==> src/rtl/audio_dac_serializer.sv <==
// ============================================================================
//  Module      : audio_dac_serializer
//  Description : Parallel L/R samples to WM8731 left-justified DAC bus (master).
//                Optional MUTE input when AUDIO_DAC_MUTE_EN is defined.
//  Revision    : 1.0 - initial release
// ============================================================================
`default_nettype none

module audio_dac_serializer #(
    parameter int DATA_WIDTH       = 16,
    parameter int BITS_PER_CHANNEL = 32,
    parameter int BCLK_HALF_CYCLES = 8
) (
    input  logic                  CLK,
    input  logic                  RESET,
    input  logic                  ENABLE,
    input  logic [DATA_WIDTH-1:0] DAC_LCHAN_DATA,
    input  logic [DATA_WIDTH-1:0] DAC_RCHAN_DATA,
    input  logic                  SAMPLE_VALID,
`ifdef AUDIO_DAC_MUTE_EN
    input  logic                  MUTE,
`endif
    output logic                  SAMPLE_LOAD,
    output logic                  SAMPLE_UNDERRUN,
    output logic                  AUD_BCLK,
    output logic                  AUD_DACLRCK,
    output logic                  AUD_DACDAT
);

    localparam int c_DIV_W = (BCLK_HALF_CYCLES > 1) ? $clog2(BCLK_HALF_CYCLES) : 1;
    localparam int c_BIT_W = $clog2(2 * BITS_PER_CHANNEL);

    localparam logic [c_DIV_W-1:0] c_DIV_LAST     = c_DIV_W'(BCLK_HALF_CYCLES - 1);
    localparam logic [c_BIT_W-1:0] c_BIT_LAST     = c_BIT_W'(2 * BITS_PER_CHANNEL - 1);
    localparam logic [c_BIT_W-1:0] c_BIT_LEFT_END = c_BIT_W'(BITS_PER_CHANNEL - 1);

    typedef enum logic [0:0] {
        S_IDLE = 1'b0,
        S_RUN  = 1'b1
    } state_t;

    state_t                  r_state;
    state_t                  w_state_next;
    logic [c_DIV_W-1:0]      r_div_cnt;
    logic [c_BIT_W-1:0]      r_bit_cnt;
    logic                    r_bclk;
    logic                    r_lrck;
    logic                    r_dat;
    logic                    r_load;
    logic                    r_underrun;
    logic [DATA_WIDTH-1:0]   r_hold_l;
    logic [DATA_WIDTH-1:0]   r_hold_r;
    logic [DATA_WIDTH-1:0]   r_shift;
    logic [DATA_WIDTH-1:0]   r_right;

    logic                    w_mute;
    logic                    w_div_last;
    logic                    w_bclk_fall;
    logic                    w_frame_start;
    logic [DATA_WIDTH-1:0]   w_new_l;
    logic [DATA_WIDTH-1:0]   w_new_r;
    logic [DATA_WIDTH-1:0]   w_load_l;
    logic [DATA_WIDTH-1:0]   w_load_r;
    logic [DATA_WIDTH-1:0]   w_shift_next;

`ifdef AUDIO_DAC_MUTE_EN
    assign w_mute = MUTE;
`else
    assign w_mute = 1'b0;
`endif

    assign w_div_last    = (r_div_cnt == c_DIV_LAST);
    assign w_bclk_fall   = (r_state == S_RUN) && w_div_last && r_bclk;
    assign w_frame_start = ENABLE && ((r_state == S_IDLE) ||
                                      (w_bclk_fall && (r_bit_cnt == c_BIT_LAST)));

    // Missing samples repeat the last held pair; mute only affects what is shifted out.
    assign w_new_l      = SAMPLE_VALID ? DAC_LCHAN_DATA : r_hold_l;
    assign w_new_r      = SAMPLE_VALID ? DAC_RCHAN_DATA : r_hold_r;
    assign w_load_l     = w_mute ? '0 : w_new_l;
    assign w_load_r     = w_mute ? '0 : w_new_r;
    assign w_shift_next = r_shift << 1;

    always_ff @(posedge CLK) begin
        if (RESET) begin
            r_state <= S_IDLE;
        end else begin
            r_state <= w_state_next;
        end
    end

    always_comb begin
        w_state_next = r_state;
        if (!ENABLE) begin
            w_state_next = S_IDLE;
        end else begin
            w_state_next = S_RUN;
        end
    end

    always_ff @(posedge CLK) begin
        if (RESET || !ENABLE) begin
            r_div_cnt  <= '0;
            r_bit_cnt  <= '0;
            r_bclk     <= 1'b0;
            r_lrck     <= 1'b0;
            r_dat      <= 1'b0;
            r_load     <= 1'b0;
            r_underrun <= 1'b0;
            r_hold_l   <= '0;
            r_hold_r   <= '0;
            r_shift    <= '0;
            r_right    <= '0;
        end else begin
            r_load     <= 1'b0;
            r_underrun <= 1'b0;

            if (r_state == S_IDLE) begin
                r_div_cnt <= '0;
                r_bclk    <= 1'b0;
            end else if (w_div_last) begin
                r_div_cnt <= '0;
                r_bclk    <= ~r_bclk;
            end else begin
                r_div_cnt <= r_div_cnt + 1'b1;
            end

            if (w_frame_start) begin
                r_bit_cnt  <= '0;
                r_lrck     <= 1'b1;
                r_load     <= 1'b1;
                r_underrun <= ~SAMPLE_VALID;
                r_hold_l   <= w_new_l;
                r_hold_r   <= w_new_r;
                r_shift    <= w_load_l;
                r_right    <= w_load_r;
                r_dat      <= w_load_l[DATA_WIDTH-1];
            end else if (w_bclk_fall) begin
                r_bit_cnt <= r_bit_cnt + 1'b1;
                // Right half starts from the copy frozen at frame start, so no tearing.
                if (r_bit_cnt == c_BIT_LEFT_END) begin
                    r_lrck  <= 1'b0;
                    r_shift <= r_right;
                    r_dat   <= r_right[DATA_WIDTH-1];
                end else begin
                    r_shift <= w_shift_next;
                    r_dat   <= w_shift_next[DATA_WIDTH-1];
                end
            end
        end
    end

    assign SAMPLE_LOAD     = r_load;
    assign SAMPLE_UNDERRUN = r_underrun;
    assign AUD_BCLK        = r_bclk;
    assign AUD_DACLRCK     = r_lrck;
    assign AUD_DACDAT      = r_dat;

endmodule

`default_nettype wire

==> config.mk <==
export PLATFORM = sky130hd
export DESIGN_NAME = audio_dac_serializer
export DESIGN_NICKNAME = d
export VERILOG_FILES = /design/src/rtl/audio_dac_serializer.sv
export SDC_FILE = /design/constraint.sdc
export NUM_CORES = 1
export LEC_CHECK = 0
export CAP_MARGIN = 20
export CORE_MARGIN = 1
export CORE_UTILIZATION = 50
export DETAILED_ROUTE_END_ITERATION = 8
export PLACE_DENSITY = 0.75
export SLEW_MARGIN = 20
export SYNTH_ARGS = -nofsm -noshare
export SYNTH_HDL_FRONTEND = slang
export SYNTH_SLANG_ARGS = --single-unit
==> constraint.sdc <==
create_clock -name CLK -period 2.1 [get_ports CLK]
set_input_delay 0.63 -clock CLK [delete_from_list [all_inputs] [get_ports CLK]]
set_output_delay 0.63 -clock CLK [all_outputs]
set_load 0.02 [all_outputs]
* After elaboration in Yosys (flattened, before gate mapping)
Cells that the tools add are included.
Word-level totals: output and inout bits 5, input port bits 36, word-level logic and storage cells 48, register bits after elaboration 62
Operators by class: reduce and logical (&&, ||, !) cells 15, add/subtract/negate cells 2, bitwise operators 4, mux-type cells 13, eq/ne operators 3
Operators by type and width (number):
- 15-bit 2-to-1 mux | 3
- 16-bit 2-to-1 mux | 2
- 1-bit 2-to-1 mux | 8
- 6-bit by 1-bit adder with 6-bit output, second input constant | 1
- 6-bit by 5-bit equality test with 1-bit output, second input constant | 1
- 6-bit equality test, second input constant | 1
- 2-bit OR reduction | 3
- 1-bit logical AND | 4
- 1-bit inverter | 4
- 2-bit AND reduction | 2
- 2-bit nonzero test | 2
- 3-bit by 1-bit adder with 3-bit output, second input constant | 1
- 3-bit equality test, second input constant | 1
- 3-bit OR reduction | 1
- 1-bit logical OR | 2
- 1-bit zero test | 1

* Longest topological paths before layout
Gate-level depths: netlist (run 1).
depth after elaboration 8, gate-level depth with buffers 9, mapped depth without buffers 6

* Worst setup path before layout (run 1)
Ideal clock, no wire load.
path type input port to flip-flop, start point input SAMPLE_VALID, end point register r_shift[10], path buffers 2, library setup time 122 ps, arrival time 1625 ps, stages 5, slack 353 ps, data required time 1978 ps, cells stage by stage buf_2 buf_2 mux2_2 a32oi_1 o21ai_1
Between the ends: longest elaborated chain between the ends 2
RTL lines:
- start, declared | line 19 | input logic SAMPLE_VALID,
- 16-bit 2-to-1 mux | line 78 | assign w_new_l = SAMPLE_VALID ? DAC_LCHAN_DATA : r_hold_l;
- 15-bit 2-to-1 mux | line 128 | if (w_frame_start) begin
- end signal, assigned | line 135 | r_shift <= w_load_l;
- end signal, assigned | line 143 | r_shift <= r_right;
- end signal, assigned | line 146 | r_shift <= w_shift_next;
- end, declared | line 53 | logic [DATA_WIDTH-1:0] r_shift;
Every way passes these cells. A chain may end at the register's enable or synchronous reset.

* Final worst setup path (run 1)
start point register r_dat (netlist: AUD_DACDAT), end point output AUD_DACDAT
RTL lines:
- start, declared | line 48 | logic r_dat;
- start signal, assigned | line 137 | r_dat <= w_load_l[DATA_WIDTH-1];
- start signal, assigned | line 144 | r_dat <= r_right[DATA_WIDTH-1];
- start signal, assigned | line 147 | r_dat <= w_shift_next[DATA_WIDTH-1];
- end, declared | line 27 | output logic AUD_DACDAT
No word-level cell between the ends.

==> flow_summary.json, run 1 <==
{
  "cts_resized": 1,
  "drc": 0,
  "synth_common_cells": "dfxtp_1 (62), a21oi_1 (35), nand3_1 (33), o21ai_0 (33), mux2i_1 (16)",
  "grt_max_degree": 50,
  "synth_most_common_cell": "dfxtp_1",
  "dieArea_sq_mm": 0.00578,
  "synth_cell_type_count": 38,
  "final_core_utilization_pct": 65.8,
  "hold_path_end": "r_div_cnt[0]",
  "avgSynthCellArea_sq_um": 9.10,
  "ys_ff_latch": 62,
  "n_antenna_cell": 0,
  "setup_tns_ps": 0,
  "synth_cells": 301,
  "cts_sinks": 62,
  "cp-end-kind": "output port",
  "io_buffers": 40,
  "setup_viol": 0,
  "crit_chain": "clkdlybuf4s50_1",
  "core_sq_mm": 0.00520,
  "fin_nets": 377,
  "status": "finished, final reports clean",
  "report.final.slew_viol_count": 0,
  "critPathMaxFanout": 2,
  "vias_per_cell": 5.88,
  "worst_setup_path_start_kind": "register",
  "synth_nets": 340,
  "top_level_ports": 41,
  "die_x_microns": 76.0,
  "start_util_pct": 52.6,
  "min_from": "r_div_cnt[0]",
  "sequentialPowerShare_pct": 50.6,
  "synth_ff_type": "dfxtp_1",
  "via_count": 2415,
  "numCtsBuffers": 9,
  "r2r-start": "r_div_cnt[0]",
  "htreeDepth": 3,
  "peakVddDrop_mv": 0.447,
  "path_clk_slew_ps": 60,
  "synth_edf_count": 0,
  "routed_wl_microns": 6380,
  "reg2reg_depth": 7,
  "p_clk_share_pct": 39.1,
  "place.gp.congestion": 0.747,
  "die_y_microns": 76.0,
  "drv_cap": 0,
  "antenna_found_initial": 0,
  "path_buf_inv": 1,
  "finalHoldViolations": 0,
  "fin_worst_skew_ps": 4.43,
  "globalRouteTotalUtil_pct": 23.7,
  "max_slew_margin_pct": 63.6,
  "fmax_ghz": 0.522,
  "worstHoldPathCells": 1,
  "cp.arrival_ps": 1290,
  "worst_pin_slew_ps": 545,
  "fin_crit_sh_pct": 91.3,
  "clk-insertion-delay-late_ps": 340,
  "critPathMaxStageDelay_ps": 600,
  "critPathSlowestCell": "clkdlybuf4s50_1",
  "hold_path.class": "reg2reg",
  "dr.pass1.iters": 4,
  "cts_tree": "done",
  "ant_nets": 0,
  "reg2reg_to": "r_right[10]",
  "intPower_w": 0.00184,
  "async_reset_ff_share_pct": 0,
  "dp.cells": 397,
  "hpwl_microns": 3970,
  "power_switching_w": 0.000560,
  "swShare_pct": 23.3,
  "yosysSeqAreaShare_pct": 45.3,
  "ff2ff_setup_slack_ps": 250,
  "rows": 26,
  "yosysTopAreaCell": "dfxtp_1",
  "power_leakage_nw": 1.20,
  "critPathTopFamily": "buffers and inverters",
  "combPwrFrac_pct": 10.3,
  "area_growth_pct": 25.0,
  "root_buffer": "clkbuf_8",
  "grt_pass1_wl_microns": 10900,
  "grt_pass1_vias": 2289,
  "netlist_top_cells_area": "dfxtp_1 (45%), a21oi_1 (6.4%), nand3_1 (6.0%), o21ai_0 (6.0%), mux2i_1 (5.8%)",
  "required_ps": 1470,
  "rsz0062_at_grt": "false",
  "worstSetupPathType": "reg2out",
  "power.density_mw_per_mm2": 701,
  "synth_top_area_share_pct": 45.3,
  "grt-ovfl-total": 0,
  "syn_area_sq_mm": 0.00274,
  "cts.path.max_buffers": 2,
  "drt_iter0_markers": 146,
  "post_cts_buffers": 0,
  "wl_per_cell_microns": 15.5,
  "final_layout_size_suffix_gt1_share_pct": 13.8,
  "period_needed_ps": 1920,
  "stdcell_count": 411,
  "cts_hold_buf": 0,
  "ys_warn_count": 0
}
-- kinds of logic (layout without fill, tap and decap cells) --
group,after synthesis,after routing,share of synthesized area (%)
and+or+nand+nor,67,67,12.9
xor gates and xnor gates,6,6,1.92
muxes,30,30,11.6
adders and majority gates,3,3,1.37
buffers and inverters,30,70,5.34
AOI/OAI and AO/OA,103,103,21.6
DFF,62,62,45.3
-- state kept, by name (all words and copies together), names as in the netlist --
register and count:
AUD_BCLK 1, r_state 1, AUD_DACDAT 1, r_shift 15
r_hold_l 16, r_bit_cnt 6, r_right 16, SAMPLE_LOAD 1
SAMPLE_UNDERRUN 1, r_div_cnt 3, AUD_DACLRCK 1
-- metrics by stage --
stage / total power (W) / setup WS [ps] / hold slack, ps / cell area, sq um
floorplan: 0.00136 / 353 / 404 / 2740
global placement: 0.00148 / 49.9 / 413 / 3250
detailed placement: 0.00148 / 19.5 / 428 / 3250
CTS: 0.00242 / 163 / 438 / 3420
global route: 0.00249 / 94.5 / 451 / 3420
finish: 0.00240 / 183 / 429 / 3420
-- cells in the final DEF (no fill, tap or decap), drive strengths merged, types with 3 or more instances in the layout --
| cell type | n |
|---|---|
| mux2 | 14 |
| xor2 | 4 |
| o21ai | 48 |
| nor2 | 10 |
| ha | 3 |
| nand2 | 6 |
| nand3 | 34 |
| nand4 | 3 |
| mux2i | 16 |
| dfxtp | 62 |
| a21oi | 36 |
| nor3 | 3 |
| buf | 14 |
| clkdlybuf4s50 | 39 |
| a32oi | 14 |
| clkbuf | 13 |
-- power groups by stage --
stage               clock, W  combinational [W]  sequential [W]
global placement           0           0.000241         0.00124
detailed placement         0           0.000244         0.00124
CTS                 0.000958           0.000245         0.00121
global route         0.00101           0.000267         0.00122
floorplan                  0           0.000120         0.00124
finish              0.000938           0.000246         0.00121
-- per-layer routing --
| layer | part of all wire, % | global-route usage, % |
|---|---|---|
| met5 | 0 | 0 |
| met1 | 47 | 30.7 |
| met2 | 45 | 36.5 |
| met4 | 2.5 | 14.0 |
| met3 | 5.1 | 4.67 |
-- worst max-delay path by stage --
stage,depth (start not counted),endpoint,slack (ps),start
finish,1,AUD_DACDAT,180,AUD_DACDAT
global route,7,r_right[10],90,r_div_cnt[0]
CTS,1,AUD_DACDAT,160,AUD_DACDAT
detailed placement,5,r_shift[10],20,SAMPLE_VALID
global placement,5,r_shift[10],50,SAMPLE_VALID
floorplan,5,r_shift[10],350,SAMPLE_VALID
-- cell type report --
cell class,instances,area [sq um]
flip-flops and latches,62,1240
repair buffers,54,554
fillers,456,1780
well taps,70,87.6
multi-input cells,209,1360
clock inverters,1,5.00
inverters,2,7.51
clock buffers,13,169
(Power assumes the default switching activity.)
==> inputs of run 2 (changes only) <==
==> constraint.sdc (replaced) <==
create_clock -name CLK -period 2.1 [get_ports CLK]
set_input_delay 0.21 -clock CLK [delete_from_list [all_inputs] [get_ports CLK]]
set_output_delay 0.21 -clock CLK [all_outputs]
set_load 0.02 [all_outputs]
==> run 2 against run 1 <==
Core utilization fell by 0.17 points. Register-to-register slack gained 140 ps. First-iteration DRC count rose by 32%. Wire length shrank 2.0%. Critical path type is now reg2reg. Critical endpoint is now AUD_DACDAT.
==> flow_summary.json, run 2 (synthesized netlist as in run 1, its figures left out) <==
{
  "finalHoldViolations": 0,
  "power.density_mw_per_mm2": 735,
  "setup_viol": 0,
  "grt_max_degree": 50,
  "power_leakage_nw": 1.19,
  "worst_setup_path_start_kind": "register",
  "via_count": 2376,
  "cts_sinks": 62,
  "n_antenna_cell": 0,
  "cts_tree": "done",
  "largestRegisters": "r_hold_l (16), r_right (16), r_shift (15)",
  "dr.pass1.iters": 5,
  "vias_per_cell": 5.75,
  "hold_path.class": "in2reg",
  "antenna_found_initial": 0,
  "rsz0062_at_grt": "false",
  "stdcell_count": 413,
  "grt_pass1_vias": 2236,
  "fin_nets": 377,
  "die_y_microns": 76.0,
  "multi_input_area_sq_mm": 0.00136,
  "fin_worst_skew_ps": 8.86,
  "cp.arrival_ps": 1960,
  "dp.cells": 397,
  "io_buffers": 40,
  "numCtsBuffers": 9,
  "register_area_sq_mm": 0.00124,
  "place.gp.congestion": 0.776,
  "max_slew_margin_pct": 65.4,
  "fillers": 445,
  "start_util_pct": 52.6,
  "place_area_sq_mm": 0.00321,
  "reg2reg_depth": 6,
  "cts.path.max_buffers": 2,
  "rows": 26,
  "reg2reg_to": "AUD_DACDAT",
  "root_buffer": "clkbuf_8",
  "cp-end-kind": "register",
  "cts_resized": 0,
  "ff2ff_setup_slack_ps": 390,
  "period_needed_ps": 1710,
  "min_from": "DAC_RCHAN_DATA[6]",
  "core_sq_mm": 0.00520,
  "dieArea_sq_mm": 0.00578,
  "htreeDepth": 3,
  "final_cell_mix": "dfxtp_1 (62), clkdlybuf4s50_1 (40), a21oi_1 (35), nand3_1 (33), o21ai_0 (33)",
  "hpwl_microns": 4020,
  "fmax_ghz": 0.584,
  "top_level_ports": 41,
  "ant_nets": 0,
  "hold_path_end": "r_right[6]",
  "worstHoldPathCells": 3,
  "total_power_w": 0.00251,
  "worstSetupPathType": "reg2reg",
  "drv_cap": 0,
  "fin_area_sq_mm": 0.00341,
  "report.final.slew_viol_count": 0,
  "drt_iter0_markers": 192,
  "fin_crit_sh_pct": 81.5,
  "post_cts_buffers": 0,
  "wl_per_cell_microns": 15.1,
  "grt-ovfl-total": 0,
  "peakVddDrop_mv": 0.541,
  "status": "finished, final reports clean",
  "grt_pass1_wl_microns": 10700,
  "final_layout_size_suffix_gt1_share_pct": 14.0,
  "path_clk_slew_ps": 70,
  "globalRouteTotalUtil_pct": 23.3,
  "final_common_cell": "dfxtp_1",
  "worst_pin_slew_ps": 519,
  "die_x_microns": 76.0,
  "cts_hold_buf": 0,
  "r2r-start": "r_div_cnt[0]",
  "critPathMaxFanout": 3,
  "area_growth_pct": 24.7,
  "drc": 0,
  "routed_wl_microns": 6250,
  "setup_tns_ps": 0,
  "required_ps": 2340,
  "clk-insertion-delay-late_ps": 340
}
-- run 2: report_power, final --
group | internal, W | switching (W)
Sequential | 0.00120 | 0.0000134
Combinational | 0.000123 | 0.000115
Clock | 0.000612 | 0.000447
Total | 0.00194 | 0.000575
-- run 2: worst max path at each step --
stage,from,cells after the start,to
after CTS,r_div_cnt[0],6,r_shift[9]
after global placement,ENABLE,4,AUD_DACDAT
final,r_div_cnt[0],6,AUD_DACDAT
after detailed placement,ENABLE,4,AUD_DACDAT
after global routing,r_div_cnt[0],7,r_hold_l[11]
after floorplan,r_div_cnt[0],8,r_shift[10]
-- run 2: layout make-up --
class                           count  area share [%]
Clock buffer                       13            4.65
Inverter                            2           0.220
Sequential cell                    62            36.4
Clock inverter                      3            1.25
Tap cell                           70            2.57
Timing Repair Buffer               54            15.2
Multi-Input combinational cell    209            39.8
-- run 2: metrics by stage --
step / setup WS, ps / hold WS, ps / util [%]
floorplan: 382 / 358 / -
global placement: 427 / 415 / 61.7
detailed placement: 354 / 429 / 61.7
CTS: 357 / 412 / 65.6
global route: 181 / 427 / 65.6
finish: 388 / 425 / 65.6
-- run 2: worst max-delay path, cell delays in order, from the launching register on --
cell and delay, ps:
dfxtp_1 310, ha_1 190, ha_1 200, nand3_1 190, nor2_1 80, or3_1 370
o32ai_1 280
-- run 2: per-layer routing --
metal / track usage [%] / wire (microns) / vias to the layer above
li1: - / - / 1182
met1: 31.4 / 2880 / 1118
met2: 35.6 / 2980 / 67
met3: 4.55 / 277 / 9
met4: 12.1 / 108 / 0
met5: 0 / 0 / -
==> inputs of run 3 (changes only) <==
--- a/config.mk
+++ b/config.mk
@@ -7,7 +7,7 @@
 export LEC_CHECK = 0
 export CAP_MARGIN = 20
 export CORE_MARGIN = 1
-export CORE_UTILIZATION = 50
+export CORE_UTILIZATION = 48
 export DETAILED_ROUTE_END_ITERATION = 8
 export PLACE_DENSITY = 0.75
 export SLEW_MARGIN = 20
==> constraint.sdc (replaced) <==
create_clock -name CLK -period 1.5 [get_ports CLK]
set_input_delay 0.15 -clock CLK [delete_from_list [all_inputs] [get_ports CLK]]
set_output_delay 0.15 -clock CLK [all_outputs]
set_load 0.02 [all_outputs]
==> run 3 against run 2 <==
The flow now finishes with violations (negative setup slack). Wire length rose by 12%. Register-to-register slack got worse by 410 ps. Critical path depth did not move. Sequential share of layout area fell by 3.4 points. Clock skew rose by 2.0 ps. First-iteration DRC count fell by 5.2%. Hold slack got worse by 60 ps. Die area rose by 4.1%. Largest power group unchanged.
==> flow_summary.json, run 3 (synthesized netlist as in run 1, its figures left out) <==
{
  "cts_tree": "done",
  "cts_sinks": 62,
  "setup_viol": 16,
  "max_slew_margin_pct": 73.3,
  "report.final.slew_viol_count": 0,
  "place.gp.congestion": 0.777,
  "power.density_mw_per_mm2": 985,
  "period_needed_ps": 1520,
  "fmax_ghz": 0.659,
  "fin_nets": 396,
  "cts.path.max_buffers": 2,
  "reg2reg_depth": 6,
  "final_common_cell": "dfxtp_1",
  "die_x_microns": 77.5,
  "n_antenna_cell": 0,
  "wl_per_cell_microns": 16.1,
  "top_level_ports": 41,
  "violations": "negative setup slack",
  "grt_pass1_vias": 2301,
  "worst_setup_path_start_kind": "register",
  "final_layout_size_suffix_gt1_share_pct": 25.2,
  "hold_path.class": "in2reg",
  "globalRouteTotalUtil_pct": 24.2,
  "area_growth_pct": 38.3,
  "grt_pass1_wl_microns": 11300,
  "path_clk_slew_ps": 70,
  "via_count": 2525,
  "cp.arrival_ps": 1740,
  "vias_per_cell": 5.83,
  "worst_pin_slew_ps": 400,
  "finalHoldViolations": 0,
  "hpwl_microns": 4190,
  "total_power_w": 0.00373,
  "cts_hold_buf": 0,
  "io_buffers": 40,
  "fin_worst_skew_ps": 10.9,
  "drc": 0,
  "required_ps": 1720,
  "grt_max_degree": 35,
  "largestRegisters": "r_hold_l (16), r_right (16), r_shift (15)",
  "critPathMaxFanout": 16,
  "antenna_found_initial": 0,
  "setup_tns_ps": -122,
  "dieArea_sq_mm": 0.00601,
  "ant_nets": 0,
  "rsz0062_at_grt": "true",
  "final_cell_mix": "dfxtp_1 (58), o21ai_1 (47), clkdlybuf4s50_1 (38), nand3_1 (31), a21oi_1 (30)",
  "start_util_pct": 49.7,
  "drv_cap": 0,
  "core_sq_mm": 0.00551,
  "status": "finished with violations",
  "die_y_microns": 77.5,
  "drt_iter0_markers": 182,
  "routed_wl_microns": 6970,
  "htreeDepth": 3,
  "clk-insertion-delay-late_ps": 340,
  "worstHoldPathCells": 3,
  "numCtsBuffers": 9,
  "dr.pass1.iters": 4,
  "grt-ovfl-total": 0,
  "layout_setup_ws_ps": -17.0,
  "peakVddDrop_mv": 0.650,
  "worstSetupPathType": "reg2reg",
  "fin_crit_sh_pct": 101,
  "root_buffer": "clkbuf_8",
  "cp-end-kind": "register",
  "rows": 27,
  "power_leakage_nw": 1.35
}
==> run 3: cell types whose count changed in the layout (fill, tap and decap cells not counted), sizes merged <==
cell,delta
buf,+18
clkbuf,-2
clkdlybuf4s50,-2
bufinv,+1
clkinv,+1
clkinvlp,-1
dlygate4sd2,+1
dlymetal6s2s,+1
o21a,+1
==> run 3: worst paths after layout <==
kind                           from     endpoint  slack, ps
setup / recovery       r_div_cnt[0]  r_hold_l[9]        -20
setup reg to reg       r_div_cnt[0]  r_hold_l[9]        -20
hold reg to reg          r_shift[2]   r_shift[2]        480
hold / removal    DAC_RCHAN_DATA[6]   r_right[6]        370
==> run 3: worst max-delay path: stages, from the launching register on <==
cell and delay [ps]:
dfxtp_2 340, ha_4 130, ha_4 170, nand3_4 120, o21a_2 370, o21ai_1 190
a21oi_1 80
==> run 3: metrics by stage <==
| step | utilization [%] | setup WS (ps) | cells | hold slack (ps) | instance area, sq um |
|---|---|---|---|---|---|
| floorplan | - | -48.6 | 301 | 298 | 2860 |
| global placement | 62.6 | -79.0 | 413 | 415 | 3440 |
| detailed placement | 62.6 | -109 | 413 | 422 | 3440 |
| CTS | 67.8 | -20.9 | 432 | 357 | 3730 |
| global route | 68.8 | -90.8 | 433 | 371 | 3790 |
| finish | 68.8 | -17.0 | 433 | 365 | 3790 |
==> run 3: metal layers <==
metal / track usage [%] / routed length (microns) / vias to the layer above
met5: 0 / 0 / -
met3: 4.94 / 342 / 14
met1: 30.1 / 3000 / 1220
met2: 40.0 / 3490 / 68
li1: - / - / 1223
met4: 11.3 / 142 / 0
==> run 3: report_power, final <==
part | internal [W] | switching, W | total, W
combinational | 0.000200 | 0.000179 | 0.000379
clock | 0.00101 | 0.000637 | 0.00165
sequential | 0.00168 | 0.0000220 | 0.00170
total | 0.00289 | 0.000838 | 0.00373
==> run 3: area by class of cell <==
class	instances	area [sq um]
Clock buffer	11	151
Clock inverter	4	70.1
Fill cell	404	1720
Inverter	2	7.51
Multi-Input combinational cell	210	1510
Sequential cell	62	1250
Tap cell	72	90.1
Timing Repair Buffer	72	716
==> run 3: repair_timing <==
item	in CTS	in global routing
setup endpoints to repair	38	55
gates resized for setup	11	15
cloned	1	0
pin swaps	9	6
setup buffers	3	2
